<file path="src/rtl/qbus_master.sv">
// QBUS single-transfer bus master: DATI, DATO and DATOB cycles with address setup,
// a two-flop reply synchronizer and a reply timeout that ends the cycle with err.
module qbus_master #(
    parameter int ASETUP = 2,
    parameter int TMO    = 255
) (
    input  logic        clk,
    input  logic        rst,
    input  logic        req,
    input  logic        wr,
    input  logic        byte_wr,
    input  logic [15:0] addr,
    input  logic [15:0] wdat,
    output logic [15:0] rdat,
    output logic        ack,
    output logic        err,
    output logic        busy,
    output logic [15:0] ad_out,
    output logic        ad_oe,
    input  logic [15:0] ad_in_n,
    output logic        sync_n,
    output logic        din_n,
    output logic        dout_n,
    output logic        wtbt_n,
    output logic        bs_n,
    input  logic        rply_n
);

    localparam logic [2:0] S_IDLE = 3'd0;
    localparam logic [2:0] S_ADR  = 3'd1;
    localparam logic [2:0] S_SYN  = 3'd2;
    localparam logic [2:0] S_DAT  = 3'd3;
    localparam logic [2:0] S_WRPY = 3'd4;
    localparam logic [2:0] S_WNEG = 3'd5;
    localparam logic [2:0] S_DONE = 3'd6;

    localparam logic [7:0] ADR_LAST = 8'(ASETUP - 1);
    localparam logic [7:0] TMO_LAST = 8'(TMO - 1);

    logic [2:0]  state_r;
    logic [7:0]  cnt_r;
    logic        wr_r;
    logic        byte_r;
    logic        addr0_r;
    logic [15:0] wdat_r;
    logic        rply_meta_r;
    logic        rply_sync_r;
    logic        rply_s;
    logic [15:0] lane_s;

    logic [15:0] rdat_r;
    logic        ack_r;
    logic        err_r;
    logic        busy_r;
    logic [15:0] ad_out_r;
    logic        ad_oe_r;
    logic        sync_n_r;
    logic        din_n_r;
    logic        dout_n_r;
    logic        wtbt_n_r;
    logic        bs_n_r;

    // Bring the asynchronous reply into the clock domain, active high.
    always_ff @(posedge clk) begin
        if (rst) begin
            rply_meta_r <= 1'b0;
            rply_sync_r <= 1'b0;
        end else begin
            rply_meta_r <= ~rply_n;
            rply_sync_r <= rply_meta_r;
        end
    end

    assign rply_s = rply_sync_r;

    // Write data placement: a byte goes on the lane selected by the low address bit.
    always_comb begin
        if (!byte_r) begin
            lane_s = wdat_r;
        end else if (addr0_r) begin
            lane_s = {wdat_r[7:0], 8'h00};
        end else begin
            lane_s = {8'h00, wdat_r[7:0]};
        end
    end

    // Cycle sequencer; every bus strobe is a register updated on state transitions.
    always_ff @(posedge clk) begin
        if (rst) begin
            state_r  <= S_IDLE;
            cnt_r    <= 8'd0;
            wr_r     <= 1'b0;
            byte_r   <= 1'b0;
            addr0_r  <= 1'b0;
            wdat_r   <= 16'h0000;
            rdat_r   <= 16'h0000;
            ack_r    <= 1'b0;
            err_r    <= 1'b0;
            busy_r   <= 1'b0;
            ad_out_r <= 16'h0000;
            ad_oe_r  <= 1'b0;
            sync_n_r <= 1'b1;
            din_n_r  <= 1'b1;
            dout_n_r <= 1'b1;
            wtbt_n_r <= 1'b1;
            bs_n_r   <= 1'b1;
        end else begin
            ack_r <= 1'b0;
            case (state_r)
                S_IDLE: begin
                    if (req) begin
                        wr_r     <= wr;
                        byte_r   <= byte_wr;
                        addr0_r  <= addr[0];
                        wdat_r   <= wdat;
                        busy_r   <= 1'b1;
                        err_r    <= 1'b0;
                        ad_out_r <= addr;
                        ad_oe_r  <= 1'b1;
                        wtbt_n_r <= ~wr;
                        bs_n_r   <= ~(addr[15:13] == 3'b111);
                        cnt_r    <= 8'd0;
                        state_r  <= S_ADR;
                    end else begin
                        state_r  <= S_IDLE;
                    end
                end
                S_ADR: begin
                    if (cnt_r >= ADR_LAST) begin
                        sync_n_r <= 1'b0;
                        state_r  <= S_SYN;
                    end else begin
                        cnt_r    <= cnt_r + 8'd1;
                    end
                end
                S_SYN: begin
                    cnt_r   <= 8'd0;
                    state_r <= S_DAT;
                    if (wr_r) begin
                        ad_out_r <= lane_s;
                        wtbt_n_r <= ~byte_r;
                    end else begin
                        ad_oe_r  <= 1'b0;
                        din_n_r  <= 1'b0;
                    end
                end
                S_DAT: begin
                    state_r <= S_WRPY;
                    // The timeout window starts when the data strobe itself asserts.
                    if (wr_r) begin
                        dout_n_r <= 1'b0;
                        cnt_r    <= 8'd0;
                    end else begin
                        cnt_r    <= cnt_r + 8'd1;
                    end
                end
                S_WRPY: begin
                    if (rply_s) begin
                        if (!wr_r) begin
                            rdat_r <= ~ad_in_n;
                        end else begin
                            rdat_r <= rdat_r;
                        end
                        din_n_r  <= 1'b1;
                        dout_n_r <= 1'b1;
                        state_r  <= S_WNEG;
                    end else if (cnt_r >= TMO_LAST) begin
                        din_n_r  <= 1'b1;
                        dout_n_r <= 1'b1;
                        err_r    <= 1'b1;
                        ack_r    <= 1'b1;
                        busy_r   <= 1'b0;
                        state_r  <= S_DONE;
                    end else begin
                        cnt_r    <= cnt_r + 8'd1;
                    end
                end
                S_WNEG: begin
                    if (!rply_s) begin
                        sync_n_r <= 1'b1;
                        ad_oe_r  <= 1'b0;
                        wtbt_n_r <= 1'b1;
                        bs_n_r   <= 1'b1;
                        ack_r    <= 1'b1;
                        busy_r   <= 1'b0;
                        state_r  <= S_DONE;
                    end else begin
                        state_r  <= S_WNEG;
                    end
                end
                S_DONE: begin
                    // A timed-out cycle still holds SYNC and the bus here; release everything.
                    sync_n_r <= 1'b1;
                    din_n_r  <= 1'b1;
                    dout_n_r <= 1'b1;
                    ad_oe_r  <= 1'b0;
                    wtbt_n_r <= 1'b1;
                    bs_n_r   <= 1'b1;
                    state_r  <= S_IDLE;
                end
                default: begin
                    sync_n_r <= 1'b1;
                    din_n_r  <= 1'b1;
                    dout_n_r <= 1'b1;
                    ad_oe_r  <= 1'b0;
                    wtbt_n_r <= 1'b1;
                    bs_n_r   <= 1'b1;
                    busy_r   <= 1'b0;
                    state_r  <= S_IDLE;
                end
            endcase
        end
    end

    assign rdat   = rdat_r;
    assign ack    = ack_r;
    assign err    = err_r;
    assign busy   = busy_r;
    assign ad_out = ad_out_r;
    assign ad_oe  = ad_oe_r;
    assign sync_n = sync_n_r;
    assign din_n  = din_n_r;
    assign dout_n = dout_n_r;
    assign wtbt_n = wtbt_n_r;
    assign bs_n   = bs_n_r;

endmodule

</file>
<file path="config.mk">
export PLATFORM = sky130hd
export DESIGN_NAME = qbus_master
export DESIGN_NICKNAME = d
export VERILOG_FILES = /design/src/rtl/qbus_master.sv
export SDC_FILE = /design/constraint.sdc
export NUM_CORES = 1
export LEC_CHECK = 0
export CELL_PAD_IN_SITES_DETAIL_PLACEMENT = 0
export CELL_PAD_IN_SITES_GLOBAL_PLACEMENT = 1
export CORE_UTILIZATION = 34
export DETAILED_ROUTE_END_ITERATION = 8
export PLACE_DENSITY = 0.76
export SLEW_MARGIN = 10
export SYNTH_ARGS = -nofsm -noshare
export SYNTH_HDL_FRONTEND = slang
export SYNTH_SLANG_ARGS = --single-unit
</file>
<file path="constraint.sdc">
create_clock -name clk -period 2.38 [get_ports clk]
set_input_delay 0.714 -clock clk [delete_from_list [all_inputs] [get_ports clk]]
set_output_delay 0.714 -clock clk [all_outputs]
set_load 0.02 [all_outputs]
</file>
Yosys cells after proc, flatten, opt, wreduce, memory -nomap -nowiden
Cells that the tools add are included.
{"block": "word_totals", "reg_bits": 73, "in_bits": 54, "wordCells": 119, "output_inout_bits": 41}
{"block": "classes", "reduce_logical": 23, "eq_ne": 18, "bitwise": 12, "magnitude_cmp": 2, "n_mux": 44, "addsub": 1}
{"op": "$mux W16", "count": 4}
{"op": "$mux W8", "count": 5}
{"op": "$pmux W8 S5", "count": 1}
{"op": "$pmux W16 S2", "count": 1}
{"op": "$ne A2 B2 Y1 const B", "count": 10}
{"op": "$reduce_or A4 Y1", "count": 5}
{"op": "$mux W1", "count": 19}
{"op": "$pmux W3 S6", "count": 1}
{"op": "$reduce_and A3 Y1", "count": 6}
{"op": "$not A16 Y16", "count": 1}
{"op": "$eq A3 B3 Y1 const B", "count": 4}
{"op": "$pmux W1 S3", "count": 4}
{"op": "$pmux W1 S4", "count": 3}
{"op": "$reduce_and A4 Y1", "count": 3}
{"op": "$not A1 Y1", "count": 11}
{"op": "$reduce_and A5 Y1", "count": 2}
{"op": "$mux W3", "count": 3}
{"op": "$add A8 B1 Y8 const B", "count": 1}
{"op": "$ge A8 B1 Y1 const B", "count": 1}
{"op": "$ge A8 B8 Y1 const B", "count": 1}
{"op": "$eq A3 B2 Y1 const B", "count": 2}
{"op": "$reduce_bool A5 Y1", "count": 1}
{"op": "$pmux W1 S2", "count": 2}
{"op": "$reduce_and A2 Y1", "count": 2}
{"op": "6 further kinds", "count": 7}

Longest topological paths before layout
Gate-level depths: netlist of the first run.
{"block": "depth", "ltp_word": 4, "mapped_depth": 8, "ltp_nobuf": 7}

Least setup slack after synthesis of the first run
No wires, ideal clock.
{"block": "synth_path", "path_kind": "reg-to-reg", "from": "reg cnt_r[1]", "to": "reg cnt_r[4]", "n_path_buf": 1, "slack_ns": 0.462, "required_time_ns": 2.263, "path_stages_with_launch": 9, "arrival_ns": 1.801, "setup_ns": 0.117, "synth_period_minus_slack_ns": 1.918, "path_cell_list": "dfxtp_1 > inv_1 > ha_1 > nor4b_4 > a2111oi_2 > a311oi_4 > buf_6 > o21ai_1 > a32o_1"}
{"block": "synth_via", "elab_chain_len": 4, "word_cells_on_any_way": 11, "classes_between": "add/sub: 1; order compare: 2; eq/ne: 2; mux: 5; reduce/logical: 1"}
{"item": "start: declaration", "line": "41", "source": "logic [7:0] cnt_r;"}
{"item": "start signal: assignment", "line": "133", "source": "cnt_r <= cnt_r + 8'd1;"}
{"item": "start signal: assignment", "line": "154", "source": "cnt_r <= cnt_r + 8'd1;"}
{"item": "start signal: assignment", "line": "175", "source": "cnt_r <= cnt_r + 8'd1;"}
{"item": "$add A8 B1 Y8", "line": "133, 154, 175"}
{"item": "$mux W8", "line": "167", "source": "end else if (cnt_r >= TMO_LAST) begin"}
{"item": "$mux W8", "line": "158", "source": "if (rply_s) begin"}
{"item": "$pmux W8 S5", "line": "109", "source": "case (state_r)"}
Several ways; a longest one is shown, not always the timed one. The select of a mux whose other input is x is not followed.
A chain may end at the register's enable or synchronous reset.

Worst setup path in the final report of the first run
{"block": "layout_path", "from": "reg cnt_r[1]", "to": "reg cnt_r[6]"}
The elaborated chain is that of the path after synthesis.

==> results of run 1 <==
==> how the worst max path moves through the flow <==
| stage | startpoint | end | slack, ps | depth (start not counted) |
|---|---|---|---|---|
| after floorplan | cnt_r[1] | cnt_r[4] | 460 | 8 |
| after global placement | req | cnt_r[6] | -20 | 7 |
| after detailed placement | req | cnt_r[6] | -70 | 7 |
| after CTS | cnt_r[1] | cnt_r[6] | 230 | 8 |
| after global routing | cnt_r[1] | cnt_r[6] | 40 | 8 |
| final | cnt_r[1] | cnt_r[6] | 230 | 8 |
==> registers in the layout, indices dropped and copies added (netlist names) <==
signal       count
ack              1
ad_oe            1
ad_out          16
addr0_r          1
bs_n             1
busy             1
byte_r           1
cnt_r            8
din_n            1
dout_n           1
err              1
rdat            16
rply_meta_r      1
rply_s           1
state_r          3
sync_n           1
wdat_r          16
wr_r             1
wtbt_n           1
==> metal layers <==
layer	vias to the layer above	global-route usage (%)	routed length, um
met5	-	0	0
li1	1509	-	-
met1	1439	23.8	4200
met2	57	33.1	4550
met4	0	7.58	87
met3	7	2.91	256
==> through the flow <==
step / area, sq um / setup TNS [ps] / std cells
6_report: 4440 / 0 / 574
5_1_grt: 4440 / 0 / 574
4_1_cts: 4440 / 0 / 574
3_5_place_dp: 4230 / -180 / 558
3_3_place_gp: 4230 / -57.4 / 558
2_1_floorplan: 3170 / 0 / 370
==> final cells by class <==
class                   count  area share (%)
flip-flops and latches     73            32.9
repair buffers            107            23.9
clock buffers              11            3.41
well taps                 108            3.05
inverters                   8           0.677
multi-input cells         262            34.9
clock inverters             5            1.21
==> cell usage after synthesis, drive strengths merged (7+ instances only) <==
| master | n | area share [%] |
|---|---|---|
| buf | 14 | 2.6 |
| o211ai | 9 | 2.1 |
| a211oi | 18 | 4.4 |
| nor2 | 35 | 4.2 |
| nor3 | 7 | 1.1 |
| dfxtp | 73 | 46 |
| o21ai | 12 | 1.9 |
| a221o | 8 | 2.5 |
| a311oi | 9 | 3.0 |
| nand2 | 68 | 8.1 |
| nand3 | 11 | 1.7 |
| inv | 8 | 0.95 |
| clkbuf | 13 | 1.5 |
| a21oi | 35 | 5.5 |
==> cells by family after synthesis <==
| group | Yosys count | synth area share (%) |
|---|---|---|
| mux | 2 | 0.632 |
| flops | 73 | 46.1 |
| buf+inv | 35 | 5.09 |
| compound gates | 113 | 25.6 |
| fa+ha+maj | 4 | 1.58 |
| simple gates | 143 | 21.0 |
==> power breakdown <==
part	switching, mW	leakage, nW	internal, mW
Sequential	0.0615	0.596	1.30
Combinational	0.332	0.869	0.296
Clock	0.470	0.109	0.538
==> critical path, delay by kind of cell (launching register included) <==
| family | cells | cell delay (ps) |
|---|---|---|
| AND/OR/NAND/NOR | 2 | 330 |
| buffers and inverters | 2 | 350 |
| adder cells (fa/ha/maj) | 1 | 230 |
| AO/OA/AOI/OAI | 3 | 710 |
| flip-flops | 1 | 430 |
==> impl_results.md, run 1 <==
* Stage delay of the slowest cell on the critical path at 430 ps
* First-pass GRT wire length at 14.6 mm
* Final core utilization at 49.9%
* Critical path, cell by cell: inv_1 > ha_1 > nor4b_4 > a2111oi_2 > a311oi_4 > buf_4 > nand2_1 > a32o_1
* Clock buffer count from CTS at 9
* Transition time at the pin with the least slew margin at 514 ps
* Final setup viols at 0
* Setup CP Type: register to register
* Routed wire per std cell at 15.8 um
* GR Util All Layers at 19.1%
* Largest net degree at the start of global routing at 69
* Post-route clock skew at 6.22 ps
* R2R cell count at 8
* Final-report max-slew violation count at 0
* Placer's final routability congestion estimate at 0.786
* Most frequently used flop master after synthesis: dfxtp_1
* Effective utilization at floorplan at 35.6%
* Ratio of cells with drive above 1 in the final layout at 8.80%
* Most used cells in the layout excluding fill and tap cells: clkdlybuf4s50_1, dfxtp_1, nand2_1
* Worst Hold Margin at 451 ps
* Register bit count reported by yosys at 73
* Number of enable-type register cells in the synthesized netlist at 0
* Synthesized Nets at 428
* Startpoint of the most critical register-to-register path: cnt_r[1]
* Clock tree root driver cell: clkbuf_8
* IO buf count at 94
* Diodes inserted at 0
* Initial antenna violation count at 0
* Count of cells along the worst hold path at 1
* Reg-to-Reg End: cnt_r[6]
* Class of the tightest hold or removal check: register to register
* Core region area at 8890 sq um
* Seq/Total Area, Yosys at 46.1%
* Worst Setup End Kind: register
* Router iterations before antenna repair at 4
* Total standard cell area after synthesis at 3170 sq um
* Crit path max fanout at 10
* Number of nets in the final layout at 519
* Sequential cell area in the final layout at 1460 sq um
* Peak ir drop on the vdd network at 0.000319 V
* Vias at 3012
* Final wirelength at 9.09 mm
* Period minus WS final at 2150 ps
* Final clock period utilization by the worst path at 90.5%
* Power consumption at 3.00 mW
* Cells resized by post-CTS repair at 0
* CTS sink cnt at 73
* Unrepaired setup endpoints after global routing: false
* Count of cell types in the netlist at 49
* Highest clock frequency the design can meet at 0.464 GHz
* IO Count at 95
* Startpoint types: register
* Final Worst Setup Slack at 226 ps
* Clock-pin transition on the worst setup and hold timing paths at 80 ps
* Worst-case clock buffer depth at 2
* H-Tree Depth at 3
* Reg2reg setup slack at 230 ps
* Ys async rst share at 0%
* Yosys warning count at 0
* DR DRC count at 0
* ANT nets after route at 0
* Avg Inst Size Synth at 8.57 sq um
* Max-cap violations at 0
* Static leakage at 1.57 nW
* Core Rows at 34
* Multi-input gate area at 1550 sq um
* WHS Endpoint: rply_s
* Number of instances in the synthesized netlist at 370
* Arrival time worst endpoint at 2390 ps
* Die X-Extent at 98.5 um
* Number of buffers inserted by hold repair at cts at 0
* Vias in the first global route at 2950
* Number of DRC violations after detailed-routing iteration 0 at 116
* Max transition margin at 65.6%
* Area of the die at 9710 sq um
* Area growth from synthesis to final layout at 40.0%
* CTS tree: built
* Buffers inserted by post-CTS timing repair at 0
* Power per standard cell area at 676 nW/um^2
* Outcome: completed
* Count of fill cells added during filler insertion at 858
* Insertion delay to the later sink of the worst-skew pair at 340 ps
* Place WS at -65.7 ps
* Estimated wirelength of the detail-placed design at 6.28 mm
* Post-detailed-route via-to-cell ratio at 5.25
* Leftover overflow at the end of global routing at 0
* Critical Path RT at 2620 ps
* Startpoint of the tightest hold check path: rply_meta_r
* Leading cell type in the layout, fill and taps excluded: clkdlybuf4s50_1
* Die Y-Extent at 98.5 um
* Final Hold Fails at 0
* Critical-path cell with the highest stage delay: dfxtp_1
(Power assumes the default switching activity.)
==> inputs of run 2 (changes only) <==
--- a/config.mk
+++ b/config.mk
@@ -8,8 +8,10 @@
 export CELL_PAD_IN_SITES_DETAIL_PLACEMENT = 0
 export CELL_PAD_IN_SITES_GLOBAL_PLACEMENT = 1
 export CORE_UTILIZATION = 34
+export CTS_CLUSTER_DIAMETER = 80
 export DETAILED_ROUTE_END_ITERATION = 8
 export PLACE_DENSITY = 0.76
+export SETUP_SLACK_MARGIN = 0.2
 export SLEW_MARGIN = 10
 export SYNTH_ARGS = -nofsm -noshare
 export SYNTH_HDL_FRONTEND = slang
==> impl_results.md, run 2 (synthesis gave the netlist of run 1 again) <==
* Outcome: completed (unchanged)
* Sequential share of power at 45.2% (was 45.4%)
* Startpoint of the tightest hold check path: rply_meta_r (unchanged)
* Diodes inserted at 0 (unchanged)
* Routed wire per std cell at 15.9 um (was 15.8 um)
* Setup CP Type: primary input to register (was register to register)
* Power consumption at 3.01 mW (was 3.00 mW)
* Period minus WS final at 2100 ps (was 2150 ps)
* Critical Path RT at 2630 ps (was 2620 ps)
* Arrival time worst endpoint at 2350 ps (was 2390 ps)
* Reg-to-Reg End: cnt_r[6] (unchanged)
* Clock-pin transition on the worst setup and hold timing paths at 80 ps (about the same)
* Placed Cells incl. Taps at 558 (unchanged)
* Fraction of met3 tracks used by global routing at 2.91% (unchanged)
* First-pass GRT wire length at 14.6 mm (unchanged)
* Clock tree root driver cell: clkbuf_8 (unchanged)
* Area of the die at 9710 sq um (unchanged)
* GR Util All Layers at 19.1% (unchanged)
* Power per standard cell area at 676 nW/um^2 (about the same)
* Power share of the clock group at 33.7% (about the same)
* Leftover overflow at the end of global routing at 0 (unchanged)
* Buffers inserted by post-CTS timing repair at 0 (unchanged)
* Effective utilization at floorplan at 35.6% (unchanged)
* Worst Setup End Kind: register (unchanged)
* Area growth from synthesis to final layout at 40.4% (was 40.0%)
* Reg2reg setup slack at 350 ps (was 230 ps)
* IO Count at 95 (unchanged)
* Clock buffer count from CTS at 9 (unchanged)
* Estimated wirelength of the detail-placed design at 6.28 mm (unchanged)
* Critical path, cell by cell: clkdlybuf4s50_1 > nor3_1 > a2bb2oi_1 > a311oi_4 > buf_6 > nand2_1 > a32o_1 (was inv_1 > ha_1 > nor4b_4 > a2111oi_2 > a311oi_4 > buf_4 > nand2_1 > a32o_1)
* Transition time at the pin with the least slew margin at 518 ps (was 514 ps)
* Number of DRC violations after detailed-routing iteration 0 at 102 (was 116)
* Unrepaired setup endpoints after global routing: false (unchanged)
* Post-route clock skew at 6.96 ps (was 6.22 ps)
* Final clock period utilization by the worst path at 88.4% (was 90.5%)
* Critical-path cell with the highest stage delay: clkdlybuf4s50_1 (was dfxtp_1)
* Largest net degree at the start of global routing at 69 (unchanged)
* Core Rows at 34 (unchanged)
* Crit path max fanout at 5 (was 10)
* Highest clock frequency the design can meet at 0.476 GHz (was 0.464 GHz)
* Area of all placed cells without fillers at 4450 sq um (was 4440 sq um)
* Final-report max-slew violation count at 0 (unchanged)
* Max transition margin at 65.4% (was 65.6%)
* Static leakage at 1.58 nW (was 1.57 nW)
* Number of nets in the final layout at 520 (was 519)
* Router iterations before antenna repair at 4 (unchanged)
* Initial antenna violation count at 0 (unchanged)
* Stage delay of the slowest cell on the critical path at 550 ps (was 430 ps)
* Final Worst Setup Slack at 277 ps (was 226 ps)
* Buffering stage count on the worst path with inverters included at 2 (unchanged)
* Post-Layout Cell Count at 575 (was 574)
* DR DRC count at 0 (unchanged)
* Final Hold Fails at 0 (unchanged)
* Final setup viols at 0 (unchanged)
* Max-cap violations at 0 (unchanged)
* WHS Endpoint: rply_s (unchanged)
* Leading cell type in the layout, fill and taps excluded: clkdlybuf4s50_1 (unchanged)
* Placer's final routability congestion estimate at 0.786 (unchanged)
* Most used cells in the layout excluding fill and tap cells: clkdlybuf4s50_1, dfxtp_1, nand2_1 (unchanged)
* R2R cell count at 8 (unchanged)
* Place WS at -65.7 ps (unchanged)
* Die X-Extent at 98.5 um (unchanged)
* Core region area at 8890 sq um (unchanged)
* Count of fill cells added during filler insertion at 856 (was 858)
* Startpoint types: primary input (was register)
* ANT nets after route at 0 (unchanged)
* CTS tree: built (unchanged)
* Global-route track usage on met2 at 33.1% (unchanged)
* Proportion of total power due to net switching at 29.0% (was 28.8%)
* IO buf count at 94 (unchanged)
* Combinational group share of total power at 21.1% (was 20.9%)
* Count of cells along the worst hold path at 1 (unchanged)
* Placed Area at 4230 sq um (unchanged)
* GRT busiest layer: met2 (unchanged)
* Final wirelength at 9.17 mm (was 9.09 mm)
* H-Tree Depth at 3 (unchanged)
* Insertion delay to the later sink of the worst-skew pair at 350 ps (was 340 ps)
* Post-detailed-route via-to-cell ratio at 5.25 (about the same)
* Startpoint of the most critical register-to-register path: cnt_r[1] (unchanged)
* Class of the tightest hold or removal check: register to register (unchanged)
* Worst-case clock buffer depth at 2 (unchanged)
* Net load switching power at 0.871 mW (was 0.863 mW)
* Cell-internal power at 2.14 mW (was 2.13 mW)
* Vias at 3021 (was 3012)
* Peak ir drop on the vdd network at 0.000321 V (was 0.000319 V)
* Die Y-Extent at 98.5 um (unchanged)
* Final setup TNS at 0 ps (unchanged)
* Grt met1 use at 23.8% (unchanged)
* Top Family by Delay on Critical Path: compound AO/OA/AOI/OAI gates (unchanged)
* Vias in the first global route at 2950 (unchanged)
* Ratio of cells with drive above 1 in the final layout at 9.42% (was 8.80%)
* CTS sink cnt at 73 (unchanged)
run 2: metal layers:
| layer | vias up | wire length (um) |
|---|---|---|
| met4 | 0 | 121 |
| li1 | 1511 | - |
| met3 | 8 | 267 |
| met5 | - | 0 |
| met1 | 1451 | 4190 |
| met2 | 51 | 4590 |
run 2: timing repair:
item / in CTS / in global routing
resized for setup: 0 / 4
hold buffers: 0 / 0
endpoints found under the setup margin: 0 / 7
run 2: final cells by class:
| cell class | count | area, sq um | share of cell area, % |
|---|---|---|---|
| Multi-Input combinational cell | 262 | 1550 | 34.7 |
| Sequential cell | 73 | 1470 | 32.9 |
| Timing Repair Buffer | 108 | 1070 | 24.0 |
| Clock buffer | 11 | 151 | 3.40 |
| Tap cell | 108 | 135 | 3.04 |
| Clock inverter | 5 | 53.8 | 1.21 |
| Inverter | 8 | 30.0 | 0.675 |
run 2: power groups by stage:
stage / Combinational, mW / Sequential [mW] / Clock, mW
after floorplan: 0.313 / 1.42 / 0
after global placement: 0.618 / 1.39 / 0
after detailed placement: 0.627 / 1.39 / 0
after CTS: 0.631 / 1.36 / 1.03
after global routing: 0.689 / 1.37 / 1.09
final: 0.635 / 1.36 / 1.01
run 2: worst register-to-register path, stage by stage (launching register included):
cell,delay (ps)
dfxtp_4,380
inv_1,70
ha_1,220
nor4b_4,250
a2111oi_2,130
a311oi_4,400
buf_6,180
nand2_1,60
a32o_1,240
run 2: worst max path at each step:
stage | startpoint | end | slack [ps] | depth (start not counted)
4_1_cts | cnt_r[1] | cnt_r[6] | 230 | 8
2_1_floorplan | cnt_r[1] | cnt_r[4] | 460 | 8
5_1_grt | cnt_r[1] | cnt_r[3] | 220 | 8
3_5_place_dp | req | cnt_r[6] | -70 | 7
6_report | req | cnt_r[6] | 280 | 7
3_3_place_gp | req | cnt_r[6] | -20 | 7
run 2: stage by stage:
stage	utilization [%]	hold WS [ps]
CTS	49.9	458
global placement	47.6	435
floorplan	-	414
detailed placement	47.6	448
global route	50.1	470
finish	50.1	451
==> inputs of run 3 (changes only) <==
--- a/config.mk
+++ b/config.mk
@@ -11,6 +11,7 @@
 export CTS_CLUSTER_DIAMETER = 80
 export DETAILED_ROUTE_END_ITERATION = 8
 export PLACE_DENSITY = 0.76
+export RECOVER_POWER = 50
 export SETUP_SLACK_MARGIN = 0.2
 export SLEW_MARGIN = 10
 export SYNTH_ARGS = -nofsm -noshare
==> impl_results.md, run 3 (synthesis gave the netlist of run 1 again) <==
* Post-route clock skew at 5.93 ps (was 6.96 ps)
* H-Tree Depth at 3 (unchanged)
* DR DRC count at 0 (unchanged)
* Critical Path RT at 2630 ps (about the same)
* Clock-pin transition on the worst setup and hold timing paths at 80 ps (about the same)
* Worst-case clock buffer depth at 2 (unchanged)
* Die X-Extent at 98.5 um (unchanged)
* Core region area at 8890 sq um (unchanged)
* CTS sink cnt at 73 (unchanged)
* Peak ir drop on the vdd network at 0.000321 V (about the same)
* Crit path max fanout at 5 (unchanged)
* Number of DRC violations after detailed-routing iteration 0 at 99 (was 102)
* Vias in the first global route at 2950 (unchanged)
* Area growth from synthesis to final layout at 39.8% (was 40.4%)
* IO buf count at 94 (unchanged)
* Unrepaired setup endpoints after global routing: false (unchanged)
* Routed wire per std cell at 15.9 um (about the same)
* ANT nets after route at 0 (unchanged)
* Arrival time worst endpoint at 2370 ps (was 2350 ps)
* Highest clock frequency the design can meet at 0.471 GHz (was 0.476 GHz)
* Worst Setup End Kind: register (unchanged)
* Die Y-Extent at 98.5 um (unchanged)
* Final clock period utilization by the worst path at 89.2% (was 88.4%)
* Transition time at the pin with the least slew margin at 1510 ps (was 518 ps)
* GR Util All Layers at 19.1% (unchanged)
* Placer's final routability congestion estimate at 0.786 (unchanged)
* Effective utilization at floorplan at 35.6% (unchanged)
* Insertion delay to the later sink of the worst-skew pair at 350 ps (about the same)
* Cell-internal power at 2.13 mW (was 2.14 mW)
* Outcome: finished with violations (was completed)
* First-pass GRT wire length at 14.6 mm (unchanged)
* Final Hold Fails at 0 (unchanged)
* Ratio of cells with drive above 1 in the final layout at 8.99% (was 9.42%)
* IO Count at 95 (unchanged)
* Estimated wirelength of the detail-placed design at 6.28 mm (unchanged)
* Static leakage at 1.57 nW (was 1.58 nW)
* Largest net degree at the start of global routing at 69 (unchanged)
* Final wirelength at 9.15 mm (was 9.17 mm)
* Area of the die at 9710 sq um (unchanged)
* Power share of the clock group at 33.7% (about the same)
* Area of all placed cells without fillers at 4430 sq um (was 4450 sq um)
* Max-cap violations at 1 (was 0)
* Period minus WS final at 2120 ps (was 2100 ps)
* Final setup viols at 0 (unchanged)
* Leading cell type in the layout, fill and taps excluded: clkdlybuf4s50_1 (unchanged)
* Initial antenna violation count at 0 (unchanged)
* Net load switching power at 0.868 mW (was 0.871 mW)
* Core Rows at 34 (unchanged)
* Power per standard cell area at 678 nW/um^2 (was 676 nW/um^2)
* Worst Hold Margin at 453 ps (was 451 ps)
* Number of nets in the final layout at 520 (unchanged)
* Violated checks: max-capacitance violations, max-slew violations
* Post-detailed-route via-to-cell ratio at 5.26 (was 5.25)
* Startpoint types: primary input (unchanged)
* Clock tree root driver cell: clkbuf_8 (unchanged)
* Router iterations before antenna repair at 4 (unchanged)
* Setup CP Type: primary input to register (unchanged)
* Clock buffer count from CTS at 9 (unchanged)
* Combinational group share of total power at 21.0% (was 21.1%)
* Placed Area at 4230 sq um (unchanged)
* Vias at 3027 (was 3021)
* Most used cells in the layout excluding fill and tap cells: clkdlybuf4s50_1, dfxtp_1, nand2_1 (unchanged)
* Final core utilization at 49.8% (was 50.1%)
* Class of the tightest hold or removal check: register to register (unchanged)
* CTS tree: built (unchanged)
* Sequential share of power at 45.3% (was 45.2%)
* Buffers inserted by post-CTS timing repair at 0 (unchanged)
* Leftover overflow at the end of global routing at 0 (unchanged)
* Proportion of total power due to net switching at 28.9% (was 29.0%)
* Diodes inserted at 0 (unchanged)
* Final-report max-slew violation count at 68 (was 0)
* Max transition margin at -0.485% (was 65.4%)
==> run 3: final timing paths <==
path          startpoint  endpoint  slack (ps)  cells after the start
max                  req  cnt_r[3]         260                      7
min          rply_meta_r    rply_s         450                      1
max reg2reg     cnt_r[1]  cnt_r[3]         320                      8
min reg2reg  rply_meta_r    rply_s         450                      1
==> run 3: cell type report <==
class	instances	area, sq um
Tap cell	108	135
Clock inverter	5	53.8
Multi-Input combinational cell	262	1550
Timing Repair Buffer	108	1050
Fill cell	859	4460
Clock buffer	11	151
Sequential cell	73	1470
Inverter	8	30.0
==> run 3: power by group through the flow <==
stage / Sequential, mW / Clock (mW) / Combinational [mW]
after floorplan: 1.42 / 0 / 0.313
after global placement: 1.39 / 0 / 0.618
after detailed placement: 1.39 / 0 / 0.627
after CTS: 1.36 / 1.03 / 0.631
after global routing: 1.37 / 1.09 / 0.685
final: 1.36 / 1.01 / 0.631
==> run 3: worst max-delay path, stage by stage <==
cell	delay [ps]
clkdlybuf4s50_1	550
nor3_1	80
a2bb2oi_1	180
a311oi_4	340
buf_6	180
a41oi_1	120
a211oi_1	210
==> run 3: metal layers <==
metal	share of wire [%]	track usage [%]	vias up
li1	-	-	1512
met1	46	23.8	1455
met2	50	33.1	52
met3	2.4	2.91	8
met4	1.3	7.58	0
met5	0	0	-
==> run 3: through the flow <==
step / worst slack (ps) / TNS, ps / std cells / total power, mW
after CTS: 227 / 0 / 574 / 3.02
after global routing: 112 / 0 / 575 / 3.15
after global placement: -23.1 / -57.4 / 558 / 2.01
final: 258 / 0 / 575 / 3.00
after detailed placement: -65.7 / -180 / 558 / 2.02
after floorplan: 462 / 0 / 370 / 1.73
==> run 3: what timing repair did <==
item,in CTS,in global routing
hold buffers,0,0
hold endpoints to repair,0,0
setup endpoints to repair,0,7
gates resized for setup,0,4
